--- config.mk ---
export PLATFORM = sky130hd
export DESIGN_NAME = seven_seg_scan_ctrl
export DESIGN_NICKNAME = d
export VERILOG_FILES = /design/src/rtl/seven_seg_scan_ctrl.sv
export SDC_FILE = /design/constraint.sdc
export NUM_CORES = 1
export LEC_CHECK = 0
export CAP_MARGIN = 40
export CELL_PAD_IN_SITES_DETAIL_PLACEMENT = 0
export CELL_PAD_IN_SITES_GLOBAL_PLACEMENT = 1
export CORE_ASPECT_RATIO = 1.1
export CORE_MARGIN = 10
export CORE_UTILIZATION = 30
export CTS_CLUSTER_DIAMETER = 200
export DETAILED_ROUTE_END_ITERATION = 10
export PLACE_DENSITY_LB_ADDON = 0.12
export REMOVE_ABC_BUFFERS = 1
export SETUP_SLACK_MARGIN = 0.05
export SYNTH_ARGS = -nofsm -noshare
export SYNTH_HDL_FRONTEND = slang
export SYNTH_SLANG_ARGS = --single-unit
--- constraint.sdc ---
create_clock -name clk_i -period 5.4 [get_ports clk_i]
set_clock_uncertainty 0.15 [all_clocks]
set_input_delay 0.81 -clock clk_i [delete_from_list [all_inputs] [get_ports clk_i]]
set_output_delay 0.81 -clock clk_i [all_outputs]
set_load 0.03 [all_outputs]
--- src/rtl/seven_seg_scan_ctrl.sv ---
// seven_seg_scan_ctrl: multiplexed common-anode 7-segment scanner with tear-free load, hex decode, zero blanking, dead time and PWM dimming
// Inputs:  clk_i, rst_i (async, active-low), bcd_i (nibble i = digit i, digit 0 rightmost), dp_i,
//          load_i (captures bcd_i/dp_i into the shadow), blank_lz_i, bright_i (duty, all-ones = full on)
// Outputs: anodo_o (active-low digit enables), catodo_o (g..a, active-low), dp_o (active-low),
//          frame_o (one-cycle pulse after each full scan)
module seven_seg_scan_ctrl #(
  parameter int NUM_DIGITS = 4,
  parameter int DISPLAY_REFRESH = 27000,
  parameter int BLANK_CYCLES = 64,
  parameter int HEX_MODE = 0,
  parameter int BRIGHT_W = 4
) (
  input  logic clk_i,
  input  logic rst_i,
  input  logic [4*NUM_DIGITS-1:0] bcd_i,
  input  logic [NUM_DIGITS-1:0] dp_i,
  input  logic load_i,
  input  logic blank_lz_i,
  input  logic [BRIGHT_W-1:0] bright_i,
  output logic [NUM_DIGITS-1:0] anodo_o,
  output logic [6:0] catodo_o,
  output logic dp_o,
  output logic frame_o
);
  localparam int CW = $clog2(DISPLAY_REFRESH);
  localparam int DW = NUM_DIGITS > 1 ? $clog2(NUM_DIGITS) : 1;
  localparam logic [NUM_DIGITS-1:0] ONE = NUM_DIGITS'(1);
  logic [CW-1:0] c;
  logic [DW-1:0] d;
  logic [4*NUM_DIGITS-1:0] sh_bcd, act_bcd;
  logic [NUM_DIGITS-1:0] sh_dp, act_dp;
  logic [31:0] cc;
  logic wrap, boundary, lit, lz_blank;
  logic [3:0] nib;
  logic [6:0] seg;

  function automatic logic [6:0] dec(input logic [3:0] n);
    logic [6:0] p;
    case (n)
      4'h0: p = 7'b1000000;
      4'h1: p = 7'b1111001;
      4'h2: p = 7'b0100100;
      4'h3: p = 7'b0110000;
      4'h4: p = 7'b0011001;
      4'h5: p = 7'b0010010;
      4'h6: p = 7'b0000010;
      4'h7: p = 7'b1111000;
      4'h8: p = 7'b0000000;
      4'h9: p = 7'b0010000;
      4'ha: p = 7'b0001000;
      4'hb: p = 7'b0000011;
      4'hc: p = 7'b1000110;
      4'hd: p = 7'b0100001;
      4'he: p = 7'b0000110;
      default: p = 7'b0001110;
    endcase
    return (HEX_MODE == 0 && n > 4'd9) ? 7'h7f : p;
  endfunction

  assign cc = 32'(c);
  assign wrap = c == CW'(DISPLAY_REFRESH - 1);
  assign boundary = wrap && d == DW'(NUM_DIGITS - 1);
  // dead time first, then PWM on the low BRIGHT_W bits of the slot counter
  assign lit = cc >= 32'(BLANK_CYCLES) &&
               (&bright_i || (cc & ((32'd1 << BRIGHT_W) - 32'd1)) < 32'(bright_i));
  assign nib = act_bcd[4*d +: 4];
  // this digit and every higher digit are zero; digit 0 always shows
  assign lz_blank = blank_lz_i && d != '0 && (act_bcd >> (4*d)) == '0;
  assign seg = lz_blank ? 7'h7f : dec(nib);

  always_ff @(posedge clk_i or negedge rst_i)
    if (!rst_i) begin
      c <= '0;
      d <= '0;
      sh_bcd <= '0;
      sh_dp <= '0;
      act_bcd <= '0;
      act_dp <= '0;
      anodo_o <= '1;
      catodo_o <= 7'h7f;
      dp_o <= 1'b1;
      frame_o <= 1'b0;
    end else begin
      c <= wrap ? '0 : c + 1'b1;
      if (wrap) d <= d == DW'(NUM_DIGITS - 1) ? '0 : d + 1'b1;
      if (load_i) begin
        sh_bcd <= bcd_i;
        sh_dp <= dp_i;
      end
      // non-blocking: a load on the boundary edge reaches the display one frame later
      if (boundary) begin
        act_bcd <= sh_bcd;
        act_dp <= sh_dp;
      end
      frame_o <= boundary;
      anodo_o <= lit ? ~(ONE << d) : '1;
      catodo_o <= lit ? seg : 7'h7f;
      dp_o <= lit ? ~act_dp[d] : 1'b1;
    end
endmodule
* Word-level counts from Yosys, hierarchy flattened
Memories as Yosys holds them, arrays and structs flattened.
Index checks and enable logic that the tools add are counted.
** Storage, ports and cells
- Memory bits (read-only) :: 112
- Output and inout port bits :: 13
- Word-level logic and storage cells :: 41
- Memories kept :: 1
- Bits of input ports :: 28
- Bits in registers :: 70
** Memory list
- (name not given) :: words 16, bits a word 7, rd ports 1, clocked after Yosys merged registers in 0, wr ports 0, line 39 : case (n)
** Cells by class
- Mux-type cells :: 9
- Bitwise gates (word level) :: 2
- Magnitude comparators :: 4
- Reduce and logical (&&, ||, !) cells :: 8
- Equality and inequality tests :: 2
- Shift operators :: 3
- $add $sub $neg :: 2
** Operators with widths (count)
- $mux 7 :: 3
- $logic_not 16->1 :: 1
- $shiftx 16x5->4 :: 1
- $shr 16x4->16 :: 1
- $add 15x1->15 const B :: 1
- $eq 15x15->1 const B :: 1
- $ge 15x7->1 const B :: 1
- $mux 15 :: 1
- $gt 4x4->1 const B :: 1
- $logic_and 1x1->1 :: 4
- $lt 4x4->1 :: 1
- $mux 4 :: 1
- $not 4->4 :: 1
- $reduce_and 4->1 :: 1
- $shl 1x2->4 const A :: 1
- $lt 2x3->1 const B :: 1
- $add 2x1->2 const B :: 1
- $bmux 1 s2 :: 1
- $eq 2x2->1 const B :: 1
- $mux 1 :: 2
- $mux 2 :: 1
- $reduce_bool 2->1 :: 1
- $logic_or 1x1->1 :: 1
- $not 1->1 :: 1

* Logic depth before layout (Yosys ltp)
- Depth after elaboration :: 5
- Mapped depth :: 8
- Mapped depth without buffers :: 7

* Worst setup path before layout
No wires, ideal clock.
- Path kind :: register to register
- From :: reg d[0]
- To :: reg catodo_o[6]
- Arrival time :: 2.131 ns
- Stages on the path, launching flop included :: 9
- Path slack :: 3.037 ns
- Required time :: 5.169 ns
- Setup time :: 0.081 ns
- Buffers on the path :: 1
- Clock period less this slack :: 2.363 ns
- Cell sequence :: dfrtp_1 > buf_2 > mux4_2 > inv_1 > ha_1 > nor4b_1 > nand2_1 > a211o_1 > o211ai_1
** On the way
- Longest elaborated chain between the ends :: 5
- Elaborated cells between the ends (all ways) :: 11
- Those cells by class :: order compare (1); shift (2); mux (3); reduce/logical (4); memory (1)
** RTL lines
- start: declaration :: line 29 : logic [DW-1:0] d;
- start signal: assignment :: line 85 : if (wrap) d <= d == DW'(NUM_DIGITS - 1) ? '0 : d + 1'b1;
- $shiftx 16x5->4 (tied with other cells) :: line 66 : assign nib = act_bcd[4*d +: 4];
- $mem_v2 16x7 (tied with other cells)
- $mux 7 / $logic_and 1x1->1 (equally long branches) :: line 57, 68
- $mux 7 * :: line 69 : assign seg = lz_blank ? 7'h7f : dec(nib);
- $mux 7 * :: line 97 : catodo_o <= lit ? seg : 7'h7f;
- end signal: assignment :: line 97
- end: declaration :: line 21 : output logic [6:0] catodo_o,
Mark *: on every way between the ends. The rest lies on a longest branch, timed or not.
A chain may end at the register's enable or synchronous reset.

* Worst setup path in the final report
- From :: reg c[7]
- To :: reg act_bcd[14]
** On the way
- Longest elaborated chain between the ends :: 2
** RTL lines
- start: declaration :: line 28 : logic [CW-1:0] c;
- start signal: assignment :: line 84 : c <= wrap ? '0 : c + 1'b1;
- $eq 15x15->1 :: line 61 : assign wrap = c == CW'(DISPLAY_REFRESH - 1);
- $logic_and 1x1->1 :: line 62 : assign boundary = wrap && d == DW'(NUM_DIGITS - 1);
- end signal: assignment :: line 77 : act_bcd <= '0;
- end signal: assignment :: line 92 : act_bcd <= sh_bcd;
- end: declaration :: line 30 : logic [4*NUM_DIGITS-1:0] sh_bcd, act_bcd;
No other way between the ends.

==> results.py <==
metrics = {
    "power": {
        "comb_power_share": 0.046,
        "p_int_mw": 0.945,
        "seqPwrFrac": 0.465,
        "leakage_nw": 1.86,
        "p_total_mw": 1.18,
        "p_clk_frac": 0.489,
        "switching_power_mw": 0.236,
        "power_density_nw_per_um2": 280,
        "switching_share": 0.200,
        "peakVddDrop_uv": 128,
    },
    "yosys": {
        "synth_top_cell_area_share": 0.431,
        "yosys_register_bits": 70,
        "syn_inst": 257,
        "yosysMostFrequentCell": "dfrtp_1",
        "yosysSeqAreaShare": 0.524,
        "yosys-top-cells-count": "58 x dfrtp_1, 23 x mux2_2, 20 x mux2_4, 15 x ha_1, 15 x nor2_1",
        "syn_area_um2": 3370,
        "ys_top_cells_by_area": "dfrtp_1 43%, dfstp_2 9.4%, mux2_4 8.9%",
        "synth_ff_type": "dfrtp_1",
        "synth_edf_count": 0,
        "synth_top_cell_by_area": "dfrtp_1",
        "yosys.cell_types.count": 44,
        "synth_area_per_cell_um2": 13.1,
        "synth_warnings": 0,
        "synth-async-reset-ratio": 1.00,
    },
    "layout": {
        "n_antenna_cell": 0,
        "layout-drive-gt1-share": 0.262,
        "area_growth_syn_to_layout_pct": 25.3,
        "stdcell_area_um2": 4220,
        "final_core_util": 0.385,
        "final_nets": 343,
    },
    "detailed_routing": {
        "wirelength_um": 6760,
        "routed-via-count": 2031,
        "ant_nets": 0,
        "drt-wirelength-per-cell_um": 14.9,
        "first_pass_iters": 4,
        "drt_iter0_markers": 73,
        "post-route-drc-count": 0,
        "vias_per_cell": 4.49,
    },
    "clocking": {
        "htreeDepth": 3,
        "ctsHoldBuffers": 0,
        "ctsResizeCount": 0,
        "cts_setup_buffers": 0,
        "cts.clk_slew.worst_paths_ns": 0.06,
        "cts-buffers-inserted": 9,
        "cts_tree": "done",
        "clock_sinks": 70,
        "clockRootBuffer": "clkbuf_16",
        "clockBufferDepth": 2,
        "insertion_delay_ns": 0.33,
    },
    "job": {
        "drv_cap": 0,
    },
    "sta": {
        "setup-violations-final": 0,
        "hold_viol_final": 0,
        "maxSlewViolCount": 0,
        "rsz0062_at_grt": "no",
        "setup_tns_ns": 0,
        "max_freq_mhz": 330,
        "worstMarginPinSlew_ns": 0.745,
        "period_minus_slack_ns": 3.03,
        "relSlewSlack": 0.500,
        "fin_crit_sh": 0.561,
    },
    "global_route": {
        "grt_usage": 0.0928,
        "grt_pass1_wl_um": 11600,
        "grt_start_max_net_pins": 31,
        "grt-ovfl-total": 0,
        "grt_pass1_vias": 2141,
        "antenna_found_initial": 0,
    },
    "floorplan": {
        "coreArea_um2": 11000,
        "start_util": 0.308,
        "die_w_um": 121,
        "io_pins": 41,
        "die_h_um": 131,
        "rows": 40,
        "die_area_um2": 15900,
    },
    "run_status": {
        "status": "finished clean",
    },
    "place": {
        "hpwlAfterDp_um": 4970,
        "postPlaceCellArea_um2": 3930,
        "gp_congestion": 0.691,
        "portBuffers": 40,
    },
    "setup_path": {
        "regToRegSetupSlack_ns": 2.37,
        "critPathCaptureType": "register",
        "crit_path_start": "c[7]",
        "r2r_start": "c[7]",
        "arrival_ns": 3.09,
        "start_kind": "register",
        "worstSetupPathType": "reg2reg",
        "required_ns": 5.46,
        "critPathMaxFanout": 20,
    },
    "min_path": {
        "min_path_type": "in2async",
    },
}
==> logic make-up after synthesis <==
group                      share of synthesized area
adders and majority gates                     0.0557
and+or+nand+nor                                0.114
xor gates and xnor gates                      0.0338
muxes                                          0.205
AOI/OAI and AO/OA                             0.0390
DFF                                            0.524
buffers and inverters                         0.0286
==> routing by layer <==
layer,part of all wire,vias up,GRT usage
met5,0,-,0
met4,0.022,0,0.0483
met3,0.046,11,0.0283
met2,0.46,41,0.132
met1,0.47,981,0.123
li1,-,998,-
==> power groups by stage <==
stage | sequential (mW) | clock [mW] | combinational (mW)
after CTS | 0.549 | 0.598 | 0.0568
after global placement | 0.558 | 0 | 0.0533
final | 0.549 | 0.577 | 0.0547
after detailed placement | 0.559 | 0 | 0.0565
after global routing | 0.551 | 0.625 | 0.0616
after floorplan | 0.555 | 0 | 0.0185
==> through the flow <==
stage / hold WS [ns] / setup WS, ns / instances
3_5_place_dp: 0.340 / 2.29 / 436
5_1_grt: 0.309 / 2.12 / 452
6_report: 0.288 / 2.37 / 452
2_1_floorplan: 0.311 / 2.74 / 246
4_1_cts: 0.296 / 2.27 / 452
3_3_place_gp: 0.341 / 2.30 / 434
==> critical path: stages (launching register included) <==
cell and delay [ns]:
dfrtp_1 0.42, or4_4 0.58, nor4_4 0.71, nand2_2 0.58, mux2_4 0.45
==> final timing paths <==
check	endpoint	depth (start not counted)
worst max-delay path	act_bcd[14]	4
worst min-delay path	c[13]	1
worst max register to register	act_bcd[14]	4
worst min register to register	act_bcd[8]	1
max in group asynchronous	sh_dp[3]	2
min in group clk_i	act_bcd[8]	1
==> state kept, by name (all words and copies together), names as in the netlist, 2 cells and up <==
name      flops
sh_dp         4
act_bcd      16
anodo_o       4
sh_bcd       16
c            15
catodo_o      7
act_dp        4
d             2
==> final cells by class <==
| cell class | count | area [um^2] |
|---|---|---|
| flip-flops and latches | 70 | 1770 |
| clock inverters | 2 | 35.0 |
| repair buffers | 43 | 438 |
| inverters | 10 | 37.5 |
| multi-input cells | 166 | 1510 |
| fillers | 1066 | 6740 |
| clock buffers | 14 | 254 |
| well taps | 147 | 184 |
==> layout by cell type (no fill, tap or decap), drive strengths merged, types with 2 or more instances in the layout <==
cell type / count
dfrtp: 58
mux2: 43
clkdlybuf4s50: 39
nor2: 15
ha: 15
nand2: 15
clkbuf: 14
dfstp: 12
inv: 10
nand3: 10
xor2: 7
xnor2: 6
mux4: 5
o21ai: 5
nor4: 5
buf: 4
a21oi: 3
nor2b: 3
nor3b: 3
and3: 3
and4: 3
nand4: 3
a211o: 2
and2: 2
mux2i: 2
a211oi: 2
or4: 2
No activity file was read; power rests on OpenSTA's default activity.
